### src/rtl/mdio_phy_ctrl_if.sv
// Command bus between the PHY control sequencer and the MDIO serial engine.
// One transaction is outstanding at a time: op_ena starts it, op_done ends it.
interface mdio_phy_ctrl_if;
  logic        op_ena;
  logic        op_rdwr;
  logic [4:0]  op_phya;
  logic [4:0]  op_rega;
  logic [15:0] op_din;
  logic [15:0] op_dout;
  logic        op_done;

  modport master (
    output op_ena, op_rdwr, op_phya, op_rega, op_din,
    input  op_dout, op_done
  );

  modport slave (
    input  op_ena, op_rdwr, op_phya, op_rega, op_din,
    output op_dout, op_done
  );
endinterface

### src/rtl/mdio_phy_ctrl.sv
// PHY bring-up, periodic BMSR polling and single-outstanding host register access,
// all sequenced onto one MDIO engine with a per-transaction timeout.
module mdio_phy_ctrl #(
  parameter logic [4:0]  PHY_ADDR  = 5'd0,
  parameter logic [15:0] ANAR_VAL  = 16'h01E1,
  parameter int unsigned POLL_DIV  = 32'd1_000_000,
  parameter int unsigned RST_POLLS = 16,
  parameter int unsigned TIMEOUT   = 32'd200_000
) (
  input  logic            clk,
  input  logic            rst_n,
  mdio_phy_ctrl_if.master op_if,
  input  logic            host_req_i,
  input  logic            host_rdwr_i,
  input  logic [4:0]      host_rega_i,
  input  logic [15:0]     host_din_i,
  output logic            host_ack_o,
  output logic [15:0]     host_dout_o,
  output logic            init_done_o,
  output logic            init_err_o,
  output logic            link_up_o,
  output logic            an_done_o,
  output logic            to_err_o
);

  typedef enum logic [2:0] {
    StRstWr, StRstRd, StAnarWr, StAnWr, StIdle, StHost, StPoll, StWait
  } state_e;

  state_e      state_q, ctx_q;
  logic        op_ena_q, op_rdwr_q;
  logic [4:0]  op_phya_q, op_rega_q;
  logic [15:0] op_din_q;
  logic        h_rdwr_q;
  logic [4:0]  h_rega_q;
  logic [15:0] h_din_q;
  logic        host_ack_q;
  logic [15:0] host_dout_q;
  logic        init_done_q, init_err_q, link_up_q, an_done_q, to_err_q;
  logic [31:0] to_cnt_q, poll_cnt_q;
  logic [4:0]  rst_cnt_q;

  logic        iss_rdwr;
  logic [4:0]  iss_rega;
  logic [15:0] iss_din;
  logic        done, tmo, poll_hit;
  logic [15:0] dout;

  assign done     = op_if.op_done;
  assign dout     = op_if.op_dout;
  assign tmo      = !op_if.op_done && (to_cnt_q == TIMEOUT - 1);
  assign poll_hit = (poll_cnt_q == POLL_DIV - 1);

  // Fields of the transaction launched from each issuing state.
  always_comb begin
    iss_rdwr = 1'b0;
    iss_rega = 5'd0;
    iss_din  = 16'h0000;
    case (state_q)
      StRstWr:  begin iss_rdwr = 1'b1; iss_din = 16'h8000; end
      StAnarWr: begin iss_rdwr = 1'b1; iss_rega = 5'd4; iss_din = ANAR_VAL; end
      StAnWr:   begin iss_rdwr = 1'b1; iss_din = 16'h1200; end
      StHost:   begin iss_rdwr = h_rdwr_q; iss_rega = h_rega_q; iss_din = h_din_q; end
      StPoll:   iss_rega = 5'd1;
      default:  ;
    endcase
  end

  always_ff @(posedge clk or negedge rst_n) begin
    if (!rst_n) begin
      state_q     <= StRstWr;
      ctx_q       <= StRstWr;
      op_ena_q    <= 1'b0;
      op_rdwr_q   <= 1'b0;
      op_phya_q   <= 5'd0;
      op_rega_q   <= 5'd0;
      op_din_q    <= 16'h0000;
      h_rdwr_q    <= 1'b0;
      h_rega_q    <= 5'd0;
      h_din_q     <= 16'h0000;
      host_ack_q  <= 1'b0;
      host_dout_q <= 16'h0000;
      init_done_q <= 1'b0;
      init_err_q  <= 1'b0;
      link_up_q   <= 1'b0;
      an_done_q   <= 1'b0;
      to_err_q    <= 1'b0;
      to_cnt_q    <= 32'd0;
      poll_cnt_q  <= 32'd0;
      rst_cnt_q   <= 5'd0;
    end else begin
      op_ena_q   <= 1'b0;
      host_ack_q <= 1'b0;
      op_phya_q  <= PHY_ADDR;
      case (state_q)
        StIdle: begin
          if (host_req_i) begin
            h_rdwr_q <= host_rdwr_i;
            h_rega_q <= host_rega_i;
            h_din_q  <= host_din_i;
            state_q  <= StHost;
            // A poll that expires together with a host request waits at its limit.
            if (!poll_hit) poll_cnt_q <= poll_cnt_q + 32'd1;
          end else if (poll_hit) begin
            poll_cnt_q <= 32'd0;
            state_q    <= StPoll;
          end else begin
            poll_cnt_q <= poll_cnt_q + 32'd1;
          end
        end
        StWait: begin
          if (done || tmo) begin
            state_q <= StIdle;
            if (tmo) begin
              to_err_q <= 1'b1;
              if (!(ctx_q inside {StHost, StPoll})) init_err_q <= 1'b1;
            end
            case (ctx_q)
              StRstWr:  if (!tmo) state_q <= StRstRd;
              StRstRd: begin
                if (!tmo) begin
                  if (!dout[15]) begin
                    state_q <= StAnarWr;
                  end else if (rst_cnt_q != 5'(RST_POLLS - 1)) begin
                    rst_cnt_q <= rst_cnt_q + 5'd1;
                    state_q   <= StRstRd;
                  end else begin
                    init_err_q <= 1'b1;
                  end
                end
              end
              StAnarWr: if (!tmo) state_q <= StAnWr;
              StAnWr:   if (!tmo) init_done_q <= 1'b1;
              StHost: begin
                host_ack_q <= 1'b1;
                if (tmo)            host_dout_q <= 16'hFFFF;
                else if (!h_rdwr_q) host_dout_q <= dout;
              end
              StPoll: begin
                if (tmo) begin
                  link_up_q <= 1'b0;
                end else begin
                  link_up_q <= dout[2];
                  an_done_q <= dout[5];
                end
              end
              default: ;
            endcase
          end else begin
            to_cnt_q <= to_cnt_q + 32'd1;
          end
        end
        default: begin
          op_ena_q  <= 1'b1;
          op_rdwr_q <= iss_rdwr;
          op_rega_q <= iss_rega;
          op_din_q  <= iss_din;
          ctx_q     <= state_q;
          to_cnt_q  <= 32'd0;
          state_q   <= StWait;
        end
      endcase
    end
  end

  assign op_if.op_ena  = op_ena_q;
  assign op_if.op_rdwr = op_rdwr_q;
  assign op_if.op_phya = op_phya_q;
  assign op_if.op_rega = op_rega_q;
  assign op_if.op_din  = op_din_q;
  assign host_ack_o    = host_ack_q;
  assign host_dout_o   = host_dout_q;
  assign init_done_o   = init_done_q;
  assign init_err_o    = init_err_q;
  assign link_up_o     = link_up_q;
  assign an_done_o     = an_done_q;
  assign to_err_o      = to_err_q;

endmodule

### src/flat_wrapper.sv
// flat-port wrapper written by rule: the top's interface ports become plain ports
module mdio_phy_ctrl_flat 
#(
  parameter logic [4:0]  PHY_ADDR  = 5'd0,
  parameter logic [15:0] ANAR_VAL  = 16'h01E1,
  parameter int unsigned POLL_DIV  = 32'd1_000_000,
  parameter int unsigned RST_POLLS = 16,
  parameter int unsigned TIMEOUT   = 32'd200_000
)
  (clk, rst_n, host_req_i, host_rdwr_i, host_rega_i, host_din_i, host_ack_o, host_dout_o, init_done_o, init_err_o, link_up_o, an_done_o, to_err_o, op_if_op_ena, op_if_op_rdwr, op_if_op_phya, op_if_op_rega, op_if_op_din, op_if_op_dout, op_if_op_done);
  mdio_phy_ctrl_if op_if_i ();
  input  logic clk;
  input  logic rst_n;
  input  logic host_req_i;
  input  logic host_rdwr_i;
  input  logic [4:0] host_rega_i;
  input  logic [15:0] host_din_i;
  output logic host_ack_o;
  output logic [15:0] host_dout_o;
  output logic init_done_o;
  output logic init_err_o;
  output logic link_up_o;
  output logic an_done_o;
  output logic to_err_o;
  output wire logic [$bits(op_if_i.op_ena)-1:0] op_if_op_ena;
  output wire logic [$bits(op_if_i.op_rdwr)-1:0] op_if_op_rdwr;
  output wire logic [$bits(op_if_i.op_phya)-1:0] op_if_op_phya;
  output wire logic [$bits(op_if_i.op_rega)-1:0] op_if_op_rega;
  output wire logic [$bits(op_if_i.op_din)-1:0] op_if_op_din;
  input wire logic [$bits(op_if_i.op_dout)-1:0] op_if_op_dout;
  input wire logic [$bits(op_if_i.op_done)-1:0] op_if_op_done;
  assign op_if_op_ena = op_if_i.op_ena;
  assign op_if_op_rdwr = op_if_i.op_rdwr;
  assign op_if_op_phya = op_if_i.op_phya;
  assign op_if_op_rega = op_if_i.op_rega;
  assign op_if_op_din = op_if_i.op_din;
  assign op_if_i.op_dout = op_if_op_dout;
  assign op_if_i.op_done = op_if_op_done;
  mdio_phy_ctrl #(.PHY_ADDR(PHY_ADDR), .ANAR_VAL(ANAR_VAL), .POLL_DIV(POLL_DIV), .RST_POLLS(RST_POLLS), .TIMEOUT(TIMEOUT)) u_core (.clk(clk), .rst_n(rst_n), .op_if(op_if_i), .host_req_i(host_req_i), .host_rdwr_i(host_rdwr_i), .host_rega_i(host_rega_i), .host_din_i(host_din_i), .host_ack_o(host_ack_o), .host_dout_o(host_dout_o), .init_done_o(init_done_o), .init_err_o(init_err_o), .link_up_o(link_up_o), .an_done_o(an_done_o), .to_err_o(to_err_o));
endmodule
### config.mk
export PLATFORM = sky130hd
export DESIGN_NAME = mdio_phy_ctrl_flat
export DESIGN_NICKNAME = d
export VERILOG_FILES = /design/src/rtl/mdio_phy_ctrl_if.sv /design/src/rtl/mdio_phy_ctrl.sv /design/src/flat_wrapper.sv
export SDC_FILE = /design/constraint.sdc
export NUM_CORES = 1
export LEC_CHECK = 0
export CAP_MARGIN = 20
export CORE_ASPECT_RATIO = 2
export CORE_MARGIN = 2
export CORE_UTILIZATION = 35
export DETAILED_ROUTE_END_ITERATION = 12
export DONT_BUFFER_PORTS = 1
export HOLD_SLACK_MARGIN = 0.1
export SLEW_MARGIN = 20
export SYNTH_ARGS = -nofsm -noshare
export SYNTH_HDL_FRONTEND = slang
export SYNTH_SLANG_ARGS = --single-unit
### constraint.sdc
create_clock -name clk -period 3.3 [get_ports clk]
set_clock_uncertainty 0.05 [all_clocks]
set_input_delay 0.66 -clock clk [delete_from_list [all_inputs] [get_ports clk]]
set_output_delay 0.66 -clock clk [all_outputs]
set_load 0.01 [all_outputs]
; Yosys cells after proc, flatten, opt, wreduce, memory -nomap -nowiden
; Cells that the tools add are included.
[totals]
elab_cells = 93
output_inout_bits = 50
inputBits = 42
reg_bits = 142
[op_classes]
bitwise_logic = 2
n_eq_ne = 19
n_reduce_logical = 19
n_addsub = 3
muxes = 31
[ops]
columns = op, count
row1 = $mux 32, 4
row2 = $add 32x1->32 const B, 2
row3 = $pmux 16 s4, 1
row4 = $pmux 32 s2, 1
row5 = $eq 32x18->1 const B, 1
row6 = $eq 32x20->1 const B, 1
row7 = $mux 16, 2
row8 = $mux 3, 8
row9 = $eq 3x3->1 const B, 6
row10 = $pmux 5 s3, 1
row11 = $eq 3x2->1 const B, 4
row12 = $reduce_and 4->1, 3
row13 = $mux 1, 11
row14 = $reduce_and 2->1, 5
row15 = $pmux 3 s3, 1
row16 = $logic_not 3->1, 2
row17 = $ne 2x2->1 const B, 3
row18 = $pmux 3 s2, 1
row19 = $reduce_and 3->1, 2
row20 = $reduce_and 6->1, 1
row21 = $add 5x1->5 const B, 1
row22 = $ne 5x4->1 const B, 1
row23 = $eq 3x1->1 const B, 1
row24 = $ne 3x2->1 const B, 1
row25 = other kinds (9), 10

; Depth between registers and ports, before layout
; Gate-level depths: netlist (run 1).
[depth]
ltp_word = 8
depth_mapped = 8
depth_no_buf = 6

; Worst setup path after synthesis (run 1)
; OpenSTA, ideal clock, no wires.
[synth_timing]
path_kind = flip-flop to flip-flop
start = register u_core.to_cnt_q[0]
end = register u_core.to_cnt_q[30]
required_ps = 3172
synth_period_minus_slack_ps = 2449
path_slack_ps = 851
arrival_ps = 2320
stages_incl_launch_ff = 8
setup_ps = 78
n_path_buf = 1
path_cell_list = dfrtp_1 ha_1 nand4_1 or4_1 or4b_1 clkbuf_1 or3_1 a21oi_1
[synth_between]
elab_chain_len = 5
word_cells_on_any_way = 8
classes_between = add/sub: 1 / eq/ne: 2 / mux: 2 / reduce/logical: 3
[synth_rtl]
columns = element, line
row1 = from (decl), mdio_phy_ctrl.sv:40  ; logic [31:0] to_cnt_q, poll_cnt_q;
row2 = from (signal assigned), mdio_phy_ctrl.sv:150  ; to_cnt_q <= to_cnt_q + 32'd1;
row3 = "parallel branches: the longest is 5 deep, another holds $add 32x1->32", -
; Parallel ways; which one is timed is not known. The select of a mux whose other input is x is not followed.
; A chain may end at the register's enable or synchronous reset.

; Final worst setup path (run 1)
[layout_timing]
start = register u_core.to_cnt_q[2]
end = register u_core.to_cnt_q[29]
; Same word-level chain as after synthesis.

==> parameters.txt, run 1 <==
Parameter                              Value

Layout
  Diodes inserted ... 0
  Number of nets in the layout ... between 600 and 700
  Layout cell share with drive strength beyond 1 ... between 10% and 20%
  Synth-to-layout area growth ... 14.0%
  Final Instance Count excl. Fillers ... about 900
  Filler Cells Inserted ... approximately 1800
  Final instance area ... ~7600 sq um

Critical path
  Crit start category ... flip-flop
  Startpoint of the worst register-to-register path ... u_core.to_cnt_q[2]
  Critical Path RT ... between 3 and 4 ns
  Slowest-stage cell, CP ... or4b_1
  Crit path max fanout ... 16
  Critical Path Source ... u_core.to_cnt_q[2]
  Sequence of cells on the critical path ... nand4_1 -> or4_4 -> or4b_1 -> or4_1 -> a21oi_1
  CP max stage delay ... ~0.7 ns
  Arrival time worst endpoint ... about 3 ns
  Worst Setup End Kind ... flip-flop
  WS Path Type ... reg2reg

Global routing
  Maximum number of pins on one net before global-route repair ... roughly 140
  Total global-route track usage ... 16.4%
  Global-route congestion overflow total ... 0
  Global-route wire length before repair ... ~26000 um
  Antenna violations before repair ... 0
  Number of global-route vias before repair ... a little over 5000

Logic synthesis
  Share of synthesized registers carrying an async set or reset ... 100%
  Total standard cell area after synthesis ... ~6700 sq um
  Count of different cell masters after synthesis ... 58
  Biggest area consumer among synthesized cells ... dfrtp_1
  Fraction of the yosys area taken by sequential cells ... between 50% and 60%
  Count of warnings emitted by yosys ... 0
  Post-synthesis instance total ... 630
  Post-synth EDFFs ... 0
  Main area contributors after synthesis ... dfrtp_1 53%, mux2_2 4.1%, a21oi_1 2.7%
  Cell with the most instances after synthesis ... dfrtp_1
  Area fraction of the dominant cell type after synthesis ... between 50% and 60%
  Average cell area after synthesis ... roughly 11 sq um
  #FFs+latches synth ... 142
  Prevailing post-synth register cell ... dfrtp_1
  Top cells by instance count after synthesis ... 142 x dfrtp_1, 41 x nand2_1, 36 x a21oi_1

Pwr
  Total power ... 0.00626 W
  Static leakage power ... 3.18 nW
  Cell-internal power ... approximately 0.0043 W
  Logic gate share of total power ... about a fifth
  Power Density ... between 800 and 900 nW/um^2
  Max VDD drop ... 0.000578 V
  Sw Ratio ... 30.5%
  Switching power ... around 0.0019 W
  Share of power burned in the clock network ... 36.8%
  Sequential share of power ... roughly 43%

Detailed routing
  DR iter-0 viols ... ~350
  Routed len/inst ... 17.7 um
  Routed via count ... slightly below 5000
  Antenna-violating nets left ... 0
  First drt pass iteration count ... 4
  Routed WL ... 15800 um
  Vias/cell ... approximately 5.6
  DRC viols ... 0

STA
  Timing-limited maximum frequency ... 361 MHz
  Fraction of the cycle the final worst path needs ... between 80% and 90%
  # setup viols final ... 0
  Final hold violation count ... 142
  Slew Limit Fails ... 0
  Post-route minimum period ... 2.77 ns
  Hold WS ... -0.115 ns
  Unrepaired setup endpoints after global routing ... false
  Worst Max-Slew Pin Slew ... 0.807 ns
  Headroom to the max-slew limit ... a little under half
  Setup Total Neg Slack ... 0 ns

Floorplan
  Core Box Area ... approximately 19000 sq um
  Die height ... 199 um
  Total Die Area ... between 20000 and 25000 sq um
  Io pins ... 92
  Starting utilization of the core area ... between 30% and 40%
  Width of the die ... just over 100 um
  Site row count ... 71

Clock tree
  Number of sinks on the clock net ... around 140
  Clock tree from TritonCTS ... done
  Post-CTS repair timing setup buffer count ... 0
  CTS H-tree depth ... 4
  Clock-pin slew on the worst setup and hold paths ... approximately 0.060 ns
  Total clock buffers created by CTS ... 17
  Gates resized, CTS repair ... 0
  CTS Buffer Depth ... 2
  Clock root buffer master ... clkbuf_16
  Clock latency reported for the late side of the worst-skew pair ... 0.43 ns

Place
  Area after detailed placement ... approximately 7000 sq um
  Input/output buffers ... 0
  Final weighted congestion of routability-driven global placement ... just under 0.9
  Number of placed instances, taps included ... 860
  HPWL after detailed placement ... 11200 um

Min path
  Min-Delay Path Class ... in2async

Run
  Count of maximum capacitance violations ... 0

Run status
  Outcome ... finished, violations left
  Failing checks ... hold timing
## placed cells by master, fill, tap and decap left out, types with 12 or more instances in the layout
master and instances:
a21oi_1 36, nand3_1 30, xnor2_1 20, clkbuf_16 17, o21ai_0 29, nor2_1 28
a22o_1 12, nor4_1 15, inv_1 19, mux2_2 24, nand2_1 41, dfrtp_1 142
or3_1 14, nand4_1 22, mux2i_1 12, o22a_1 16
## worst max-delay path: cells and delay by family, from the launching register on
kind | cells | cell delay (ns)
AND/OR/NAND/NOR | 4 | 1.97
AO/OA/AOI/OAI | 1 | 0.17
flip-flops | 1 | 0.48
## registers in the layout, summed over array words and instances (netlist names)
register and cells:
u_core.init_done_o 1, u_core.ctx_q 3, u_core.link_up_o 1, u_core.poll_cnt_q 32
u_core.to_err_o 1, u_core.init_err_o 1, u_core.an_done_o 1, u_core.host_dout_o 16
u_core.to_cnt_q 32, u_core.op_if.op_din 16, u_core.state_q 3, u_core.h_rega_q 5
u_core.op_if.op_ena 1, u_core.op_if.op_rega 5, u_core.rst_cnt_q 5, u_core.op_if.op_rdwr 1
u_core.h_rdwr_q 1, u_core.host_ack_o 1, u_core.h_din_q 16
## stage by stage
stage               utilization (%)  setup slack [ns]
global route                   40.5             0.358
global placement               36.8             0.651
floorplan                         -             0.851
CTS                            40.5             0.545
detailed placement             36.8             0.562
finish                         40.5             0.528
## path summary, 6_finish.rpt
check                      depth (start not counted)  slack (ns)               endpoint
setup / recovery                                   5        0.53    u_core.to_cnt_q[29]
hold / removal                                     0       -0.12  u_core.poll_cnt_q[30]
setup reg to reg                                   5        0.53    u_core.to_cnt_q[29]
hold reg to reg                                    1        0.43    u_core.rst_cnt_q[3]
max in group asynchronous                          0        3.03  u_core.poll_cnt_q[14]
min in group clk                                   1        0.33     u_core.h_din_q[15]
## per-layer routing
| metal | vias to the layer above | GRT usage (%) | share of wire [%] |
|---|---|---|---|
| met5 | - | 0 | 0 |
| met4 | 0 | 8.41 | 3.3 |
| met3 | 33 | 4.30 | 4.0 |
| met2 | 121 | 29.5 | 56 |
| met1 | 2492 | 17.0 | 37 |
| li1 | 2314 | - | - |
## power by group through the flow
stage | registers, W | logic [W] | clock network [W]
after floorplan | 0.00256 | 0.00105 | 0
after global routing | 0.00272 | 0.00144 | 0.00241
after global placement | 0.00267 | 0.00125 | 0
final | 0.00266 | 0.00130 | 0.00230
after CTS | 0.00266 | 0.00131 | 0.00234
after detailed placement | 0.00269 | 0.00131 | 0
## cell type report
class | instances | area, sq um | area share (%)
Tap cell | 255 | 319 | 4.20
Clock buffer | 19 | 443 | 5.83
Sequential cell | 142 | 3550 | 46.8
Multi-Input combinational cell | 435 | 2890 | 38.0
Clock inverter | 12 | 264 | 3.47
Inverter | 20 | 75.1 | 0.988
Timing Repair Buffer | 8 | 60.1 | 0.790
## cell families after synthesis
group | synth area share [%]
flip-flops | 53.3
adder cells (fa/ha/maj) | 0.750
AND/OR/NAND/NOR | 18.8
multiplexers | 5.85
XOR/XNOR | 3.81
other | 0.0562
AO/OA/AOI/OAI | 13.8
buffers and inverters | 3.68
(Power assumes the default switching activity.)
==> run 2: changes to the inputs <==
==> constraint.sdc (replaced) <==
create_clock -name clk -period 2.8 [get_ports clk]
set_clock_uncertainty 0.05 [all_clocks]
set_input_delay 0.56 -clock clk [delete_from_list [all_inputs] [get_ports clk]]
set_output_delay 0.56 -clock clk [all_outputs]
set_load 0.01 [all_outputs]
==> run 2 against run 1 <==
Against the previous run: the run still ends with hold timing left; clock power down 2%; critical path type unchanged; sequential power up 18%; cell area down 0.35%; first-iteration DRC count down 12%; sequential cell count unchanged; routed wire length up 2.2%; total power up 11%.
==> parameters.txt, run 2 (synthesis results as in run 1) <==
Parameter                              Value

Run status
  Outcome ... finished, violations left
  Failing checks ... hold timing

Clock tree
  Number of sinks on the clock net ... 142 (unchanged)
  CTS H-tree depth ... 4 (unchanged)
  Clock-pin slew on the worst setup and hold paths ... 0.06 ns (about the same)
  Post-CTS repair timing setup buffer count ... 0 (unchanged)
  Clock root buffer master ... clkbuf_16
  CTS Buffer Depth ... 2 (unchanged)
  Clock tree from TritonCTS ... done
  Total clock buffers created by CTS ... 17 (unchanged)
  Clock latency reported for the late side of the worst-skew pair ... 0.43 ns (about the same)

Layout
  Filler Cells Inserted ... 1786 (+0.45%)
  Footprint of the flip-flops and latches ... 3550 sq um (unchanged)
  Largest registers ... u_core.poll_cnt_q x32, u_core.to_cnt_q x32
  Most common cell after layout, fill and taps aside ... dfrtp_1
  Synth-to-layout area growth ... 13.6%
  Highest-count cells in the layout ignoring fill and taps ... 142 x dfrtp_1, 41 x nand2_1, 36 x a21oi_1
  Diodes inserted ... 0 (unchanged)
  Number of nets in the layout ... 681 (+1.6%)
  Area of the multi-input gates ... 2890 sq um (+0.26%)
  Layout cell share with drive strength beyond 1 ... 13.9% (+2.1 points)

Detailed routing
  Vias/cell ... 5.62 (+0.90%)
  Routed len/inst ... 17.9 um (+0.82%)
  DR iter-0 viols ... 311 (-12%)
  Routed WL ... 16200 um (+2.2%)
  Antenna-violating nets left ... 0 (unchanged)
  Routed via count ... 5072 (+2.3%)
  DRC viols ... 0 (unchanged)
  First drt pass iteration count ... 4 (unchanged)

Critical path
  Startpoint of the worst register-to-register path ... u_core.to_cnt_q[0]
  Critical Path Stages ... 6 (+1)
  Critical Path RT ... 3.10 ns (-0.48 ns)
  WS Path Type ... reg2reg
  Arrival time worst endpoint ... 2.91 ns (-0.14 ns)
  Number of buffers and inverters on the critical path ... 0 (unchanged)
  Slowest-stage cell, CP ... or4_1
  Crit start category ... flip-flop
  Critical path's top delay family ... simple AND/OR/NAND/NOR gates
  Critical Path Source ... u_core.to_cnt_q[0]
  Crit path max fanout ... 10 (-6)
  Worst Setup End Kind ... flip-flop
  Depth of the most critical reg-to-reg path ... 6 (+1)
  R2R setup slack ... 0.19 ns (-0.34 ns)
  Sequence of cells on the critical path ... ha_1 -> nand4_1 -> or4_1 -> or4b_4 -> or3_1 -> a21oi_1
  CP max stage delay ... 0.60 ns (-0.11 ns)

Global routing
  Global-route congestion overflow total ... 0 (unchanged)
  Total global-route track usage ... 16.9% (+0.55 points)
  Global-route wire length before repair ... 26700 um (+2.5%)
  Antenna violations before repair ... 0 (unchanged)
  Maximum number of pins on one net before global-route repair ... 143 (unchanged)
  Number of global-route vias before repair ... 5360 (+3.7%)

Floorplan
  Io pins ... 92 (unchanged)
  Site row count ... 71 (unchanged)
  Core Box Area ... 18700 sq um (unchanged)
  Starting utilization of the core area ... 35.6% (unchanged)
  Total Die Area ... 20200 sq um (unchanged)
  Die height ... 199 um (unchanged)
  Width of the die ... 102 um (unchanged)

STA
  Final hold violation count ... 142 (unchanged)
  Headroom to the max-slew limit ... 45.8% (-0.20 points)
  # setup viols final ... 0 (unchanged)
  Worst Max-Slew Pin Slew ... 0.805 ns (-0.00147 ns)
  Post-route minimum period ... 2.61 ns (-0.160 ns)
  Unrepaired setup endpoints after global routing ... false
  Slew Limit Fails ... 0 (unchanged)
  Min setup slack post-route ... 0.188 ns (-0.340 ns)
  Timing-limited maximum frequency ... 383 MHz (+6.1%)
  Hold WS ... -0.217 ns (-0.102 ns)
  Fraction of the cycle the final worst path needs ... 93.3% (+9.3 points)
  Setup Total Neg Slack ... 0 ns (unchanged)

Pwr
  Share of power burned in the clock network ... 32.3% (-4.5 points)
  Power Density ... 920 nW/um^2 (+12%)
  Sequential share of power ... 45.1% (+2.6 points)
  Cell-internal power ... 0.00465 W (+7.0%)
  Logic gate share of total power ... 22.7% (+2.0 points)
  Max VDD drop ... 0.000675 V (+17%)
  Switching power ... 0.00232 W (+21%)
  Static leakage power ... 3.18 nW (unchanged)
  Sw Ratio ... 33.3% (+2.7 points)

Place
  Input/output buffers ... 0 (unchanged)
  Pre-CTS setup slack ... 0.130 ns (-0.433 ns)
  HPWL after detailed placement ... 11400 um (+1.6%)
  Final weighted congestion of routability-driven global placement ... 0.831 (-4.9%)

Run
  Count of maximum capacitance violations ... 0 (unchanged)

Min path
  Min-Delay Path Class ... in2async
[run 2: cell types whose count changed in the layout (fill, tap and decap cells not counted), sizes merged]
| cell | before | now |
|---|---|---|
| clkinvlp | 0 | 2 |
| buf | 8 | 19 |
| clkbuf | 19 | 23 |
| clkinv | 4 | 6 |
| bufinv | 8 | 1 |
[run 2: worst register-to-register path, cell delays in order (launching register included)]
cell and delay, ns:
dfrtp_1 0.43, ha_1 0.25, nand4_1 0.14, or4_1 0.60
or4b_4 0.57, or3_1 0.33, a21oi_1 0.15
[run 2: layout make-up]
type | count | share of cell area (%)
timing repair buffer | 19 | 1.88
tap | 255 | 4.21
sequential | 142 | 46.9
multi-input combinational | 435 | 38.2
clock inverter | 9 | 1.09
inverter | 20 | 0.991
clock buffer | 23 | 6.71
[run 2: timing repair]
action | in CTS | in global routing
hold endpoints to repair | 142 | 142
resized for setup | 0 | 2
endpoints found under the setup margin | 0 | 12
[run 2: per-stage QoR]
| stage | power [W] | area [sq um] | utilization [%] | instances |
|---|---|---|---|---|
| 2_1_floorplan | 0.00425 | 6680 | - | 634 |
| 3_3_place_gp | 0.00465 | 6980 | 37.2 | 871 |
| 3_5_place_dp | 0.00477 | 6980 | 37.2 | 871 |
| 4_1_cts | 0.00704 | 7570 | 40.4 | 903 |
| 5_1_grt | 0.00734 | 7570 | 40.4 | 903 |
| 6_report | 0.00697 | 7570 | 40.4 | 903 |
[run 2: worst paths after layout]
check,to
max in group asynchronous,u_core.to_cnt_q[19]
max reg2reg,u_core.to_cnt_q[24]
max,u_core.to_cnt_q[24]
min in group clk,u_core.h_rega_q[1]
min,u_core.poll_cnt_q[14]
min reg2reg,u_core.rst_cnt_q[3]
[run 2: metal layers]
metal | global-route usage, % | up-vias | part of all wire (%)
li1 | - | 2342 | -
met1 | 17.4 | 2578 | 37
met2 | 30.3 | 113 | 56
met3 | 4.27 | 39 | 3.5
met4 | 9.61 | 0 | 3.5
met5 | 0 | - | 0
[run 2: power by group through the flow]
stage                     logic (W)  registers, W  clock network [W]
after global placement      0.00150       0.00315                  0
after floorplan             0.00123       0.00301                  0
after CTS                   0.00160       0.00315            0.00229
final                       0.00158       0.00314            0.00225
after detailed placement    0.00159       0.00318                  0
after global routing        0.00176       0.00321            0.00238
==> run 3: changes to the inputs <==
--- a/config.mk
+++ b/config.mk
@@ -10,7 +10,6 @@
 export CORE_MARGIN = 2
 export CORE_UTILIZATION = 35
 export DETAILED_ROUTE_END_ITERATION = 12
-export DONT_BUFFER_PORTS = 1
 export HOLD_SLACK_MARGIN = 0.1
 export SLEW_MARGIN = 20
 export SYNTH_ARGS = -nofsm -noshare
==> run 3 against run 2 <==
Against the previous run: final cell count increased by 11%; largest cell class unchanged; maximum frequency decreased by 0.36%; the run now ends clean; highest routed layer unchanged; first-iteration DRC count decreased by 14%; utilization increased by 5.5 points; via count increased by 6.7%; critical path depth unchanged.
==> parameters.txt, run 3 (synthesis results as in run 1) <==
Parameter                              Value

Run status
  Outcome ... complete, no violations

Clock tree
  Number of sinks on the clock net ... 142 (unchanged)
  Clock latency reported for the late side of the worst-skew pair ... 0.42 ns (about the same)
  Clock tree from TritonCTS ... done
  CTS H-tree depth ... 4 (unchanged)
  Clock root buffer master ... clkbuf_16
  CTS Buffer Depth ... 2 (unchanged)
  Clock-pin slew on the worst setup and hold paths ... 0.06 ns (about the same)
  Total clock buffers created by CTS ... 17 (unchanged)

Global routing
  Maximum number of pins on one net before global-route repair ... 57 (-60%)
  Total global-route track usage ... 18.1% (+1.2 points)
  Global-route congestion overflow total ... 0 (unchanged)
  Number of global-route vias before repair ... 5691 (+6.2%)
  Global-route wire length before repair ... 28600 um (+7.0%)
  Antenna violations before repair ... 0 (unchanged)

Pwr
  Power Density ... 916 nW/um^2 (-0.47%)
  Max VDD drop ... 0.000593 V (-12%)
  Sw Ratio ... 30.4% (-2.9 points)
  Share of power burned in the clock network ... 33.0% (+0.7 points)
  Cell-internal power ... 0.00549 W (+18%)
  Sequential share of power ... 37.5% (-7.6 points)
  Static leakage power ... 3.61 nW (+13%)
  Switching power ... 0.00240 W (+3.4%)
  Logic gate share of total power ... 29.5% (+6.8 points)

Critical path
  WS Path Type ... reg2reg
  Worst Setup End Kind ... flip-flop
  Crit path max fanout ... 10 (unchanged)
  Number of buffers and inverters on the critical path ... 0 (unchanged)
  CP max stage delay ... 0.60 ns (about the same)
  Sequence of cells on the critical path ... ha_1 -> nand4_1 -> or4_1 -> or4b_4 -> or3_1 -> a21oi_1
  Crit start category ... flip-flop
  Critical path's top delay family ... simple AND/OR/NAND/NOR gates
  Slowest-stage cell, CP ... or4_1
  Critical Path RT ... 3.08 ns (-0.02 ns)
  Arrival time worst endpoint ... 2.90 ns (about the same)

Floorplan
  Starting utilization of the core area ... 35.6% (unchanged)
  Width of the die ... 102 um (unchanged)
  Die height ... 199 um (unchanged)
  Io pins ... 92 (unchanged)
  Total Die Area ... 20200 sq um (unchanged)
  Core Box Area ... 18700 sq um (unchanged)
  Site row count ... 71 (unchanged)

STA
  Post-route minimum period ... 2.62 ns (+0.00936 ns)
  Timing-limited maximum frequency ... 381 MHz (-0.36%)
  Hold WS ... 0.411 ns (+0.628 ns)
  Final hold violation count ... 0 (-100%)
  Fraction of the cycle the final worst path needs ... 93.6% (+0.33 points)
  Slew Limit Fails ... 0 (unchanged)
  Worst Max-Slew Pin Slew ... 0.891 ns (+0.0854 ns)
  Unrepaired setup endpoints after global routing ... false
  # setup viols final ... 0 (unchanged)
  Headroom to the max-slew limit ... 40.1% (-5.7 points)

Layout
  Layout cell share with drive strength beyond 1 ... 13.0% (-0.85 points)
  Diodes inserted ... 0 (unchanged)
  Number of nets in the layout ... 777 (+14%)
  Highest-count cells in the layout ignoring fill and taps ... 142 x dfrtp_1, 85 x clkdlybuf4s50_1, 41 x nand2_1
  Largest registers ... u_core.poll_cnt_q x32, u_core.to_cnt_q x32
  Synth-to-layout area growth ... 29.2%
  Final Instance Count excl. Fillers ... 999 (+11%)
  Most common cell after layout, fill and taps aside ... dfrtp_1

Detailed routing
  Routed len/inst ... 17.2 um (-3.7%)
  DR iter-0 viols ... 266 (-14%)
  Routed via count ... 5411 (+6.7%)
  Antenna-violating nets left ... 0 (unchanged)
  DRC viols ... 0 (unchanged)
  Routed WL ... 17200 um (+6.5%)
  First drt pass iteration count ... 4 (unchanged)
  Vias/cell ... 5.42 (-3.6%)

Place
  HPWL after detailed placement ... 12500 um (+9.5%)
  Input/output buffers ... 86 (+86)
  Number of placed instances, taps included ... 966 (+11%)
  Final weighted congestion of routability-driven global placement ... 0.854 (+2.8%)

Run
  Count of maximum capacitance violations ... 0 (unchanged)

Min path
  Min-Delay Path Class ... reg2reg
[run 3: cell types whose count changed in the layout (fill, tap and decap cells not counted), moves of 2 or more]
| cell | delta |
|---|---|
| clkdlybuf4s50_1 | +85 |
| clkbuf_1 | +2 |
| clkinvlp_4 | -2 |
| bufinv_16 | +5 |
| clkbuf_8 | -3 |
| clkinv_2 | -2 |
| buf_4 | +8 |
[run 3: what timing repair did]
| item | in CTS | in global routing |
|---|---|---|
| hold buffers | 1 | 0 |
| resized for setup | 0 | 1 |
| setup buffers | 0 | 0 |
| endpoints found under the hold margin | 51 | 0 |
| setup endpoints to repair | 0 | 4 |
[run 3: routing by layer]
metal | GRT usage (%) | part of all wire (%) | up-vias | wire, um
met4 | 9.71 | 3.4 | 0 | 577
li1 | - | - | 2534 | -
met1 | 19.1 | 37 | 2720 | 6320
met5 | 0 | 0 | - | 0
met2 | 33.1 | 57 | 119 | 9840
met3 | 3.25 | 2.7 | 38 | 466
[run 3: cell type report]
cell class | instances | area [sq um]
fill | 1733 | 10100
clock buffer | 22 | 474
timing repair buffer | 115 | 1090
clock inverter | 10 | 208
sequential | 142 | 3550
inverter | 20 | 75.1
tap | 255 | 319
multi-input combinational | 435 | 2890
[run 3: path summary, 6_finish.rpt]
path                                    start                      to  slack (ns)  depth (start not counted)
setup reg to reg           u_core.to_cnt_q[0]     u_core.to_cnt_q[26]        0.18                          6
min in group asynchronous               rst_n   u_core.poll_cnt_q[26]        0.62                          2
max in group asynchronous               rst_n  u_core.host_dout_o[12]        1.26                          3
hold / removal                u_core.to_err_o         u_core.to_err_o        0.41                          1
hold reg to reg               u_core.to_err_o         u_core.to_err_o        0.41                          1
setup / recovery           u_core.to_cnt_q[0]     u_core.to_cnt_q[26]        0.18                          6
[run 3: metrics by stage]
step / cell area (sq um) / utilization [%] / TNS, ns / setup WS [ns] / total power (W)
2_1_floorplan: 6680 / - / 0 / 0.351 / 0.00425
3_3_place_gp: 7920 / 42.2 / -0.0229 / -0.0126 / 0.00525
3_5_place_dp: 7920 / 42.2 / -0.358 / -0.0729 / 0.00535
4_1_cts: 8610 / 45.9 / 0 / 0.103 / 0.00799
5_1_grt: 8610 / 46.0 / 0 / 0.0239 / 0.00832
6_report: 8610 / 46.0 / 0 / 0.178 / 0.00789
[run 3: power groups by stage]
stage               Clock, W  Combinational [W]  Sequential [W]
detailed placement         0            0.00235         0.00299
global placement           0            0.00228         0.00296
global route         0.00274            0.00255         0.00303
CTS                  0.00266            0.00237         0.00296
floorplan                  0            0.00123         0.00301
finish               0.00260            0.00232         0.00296
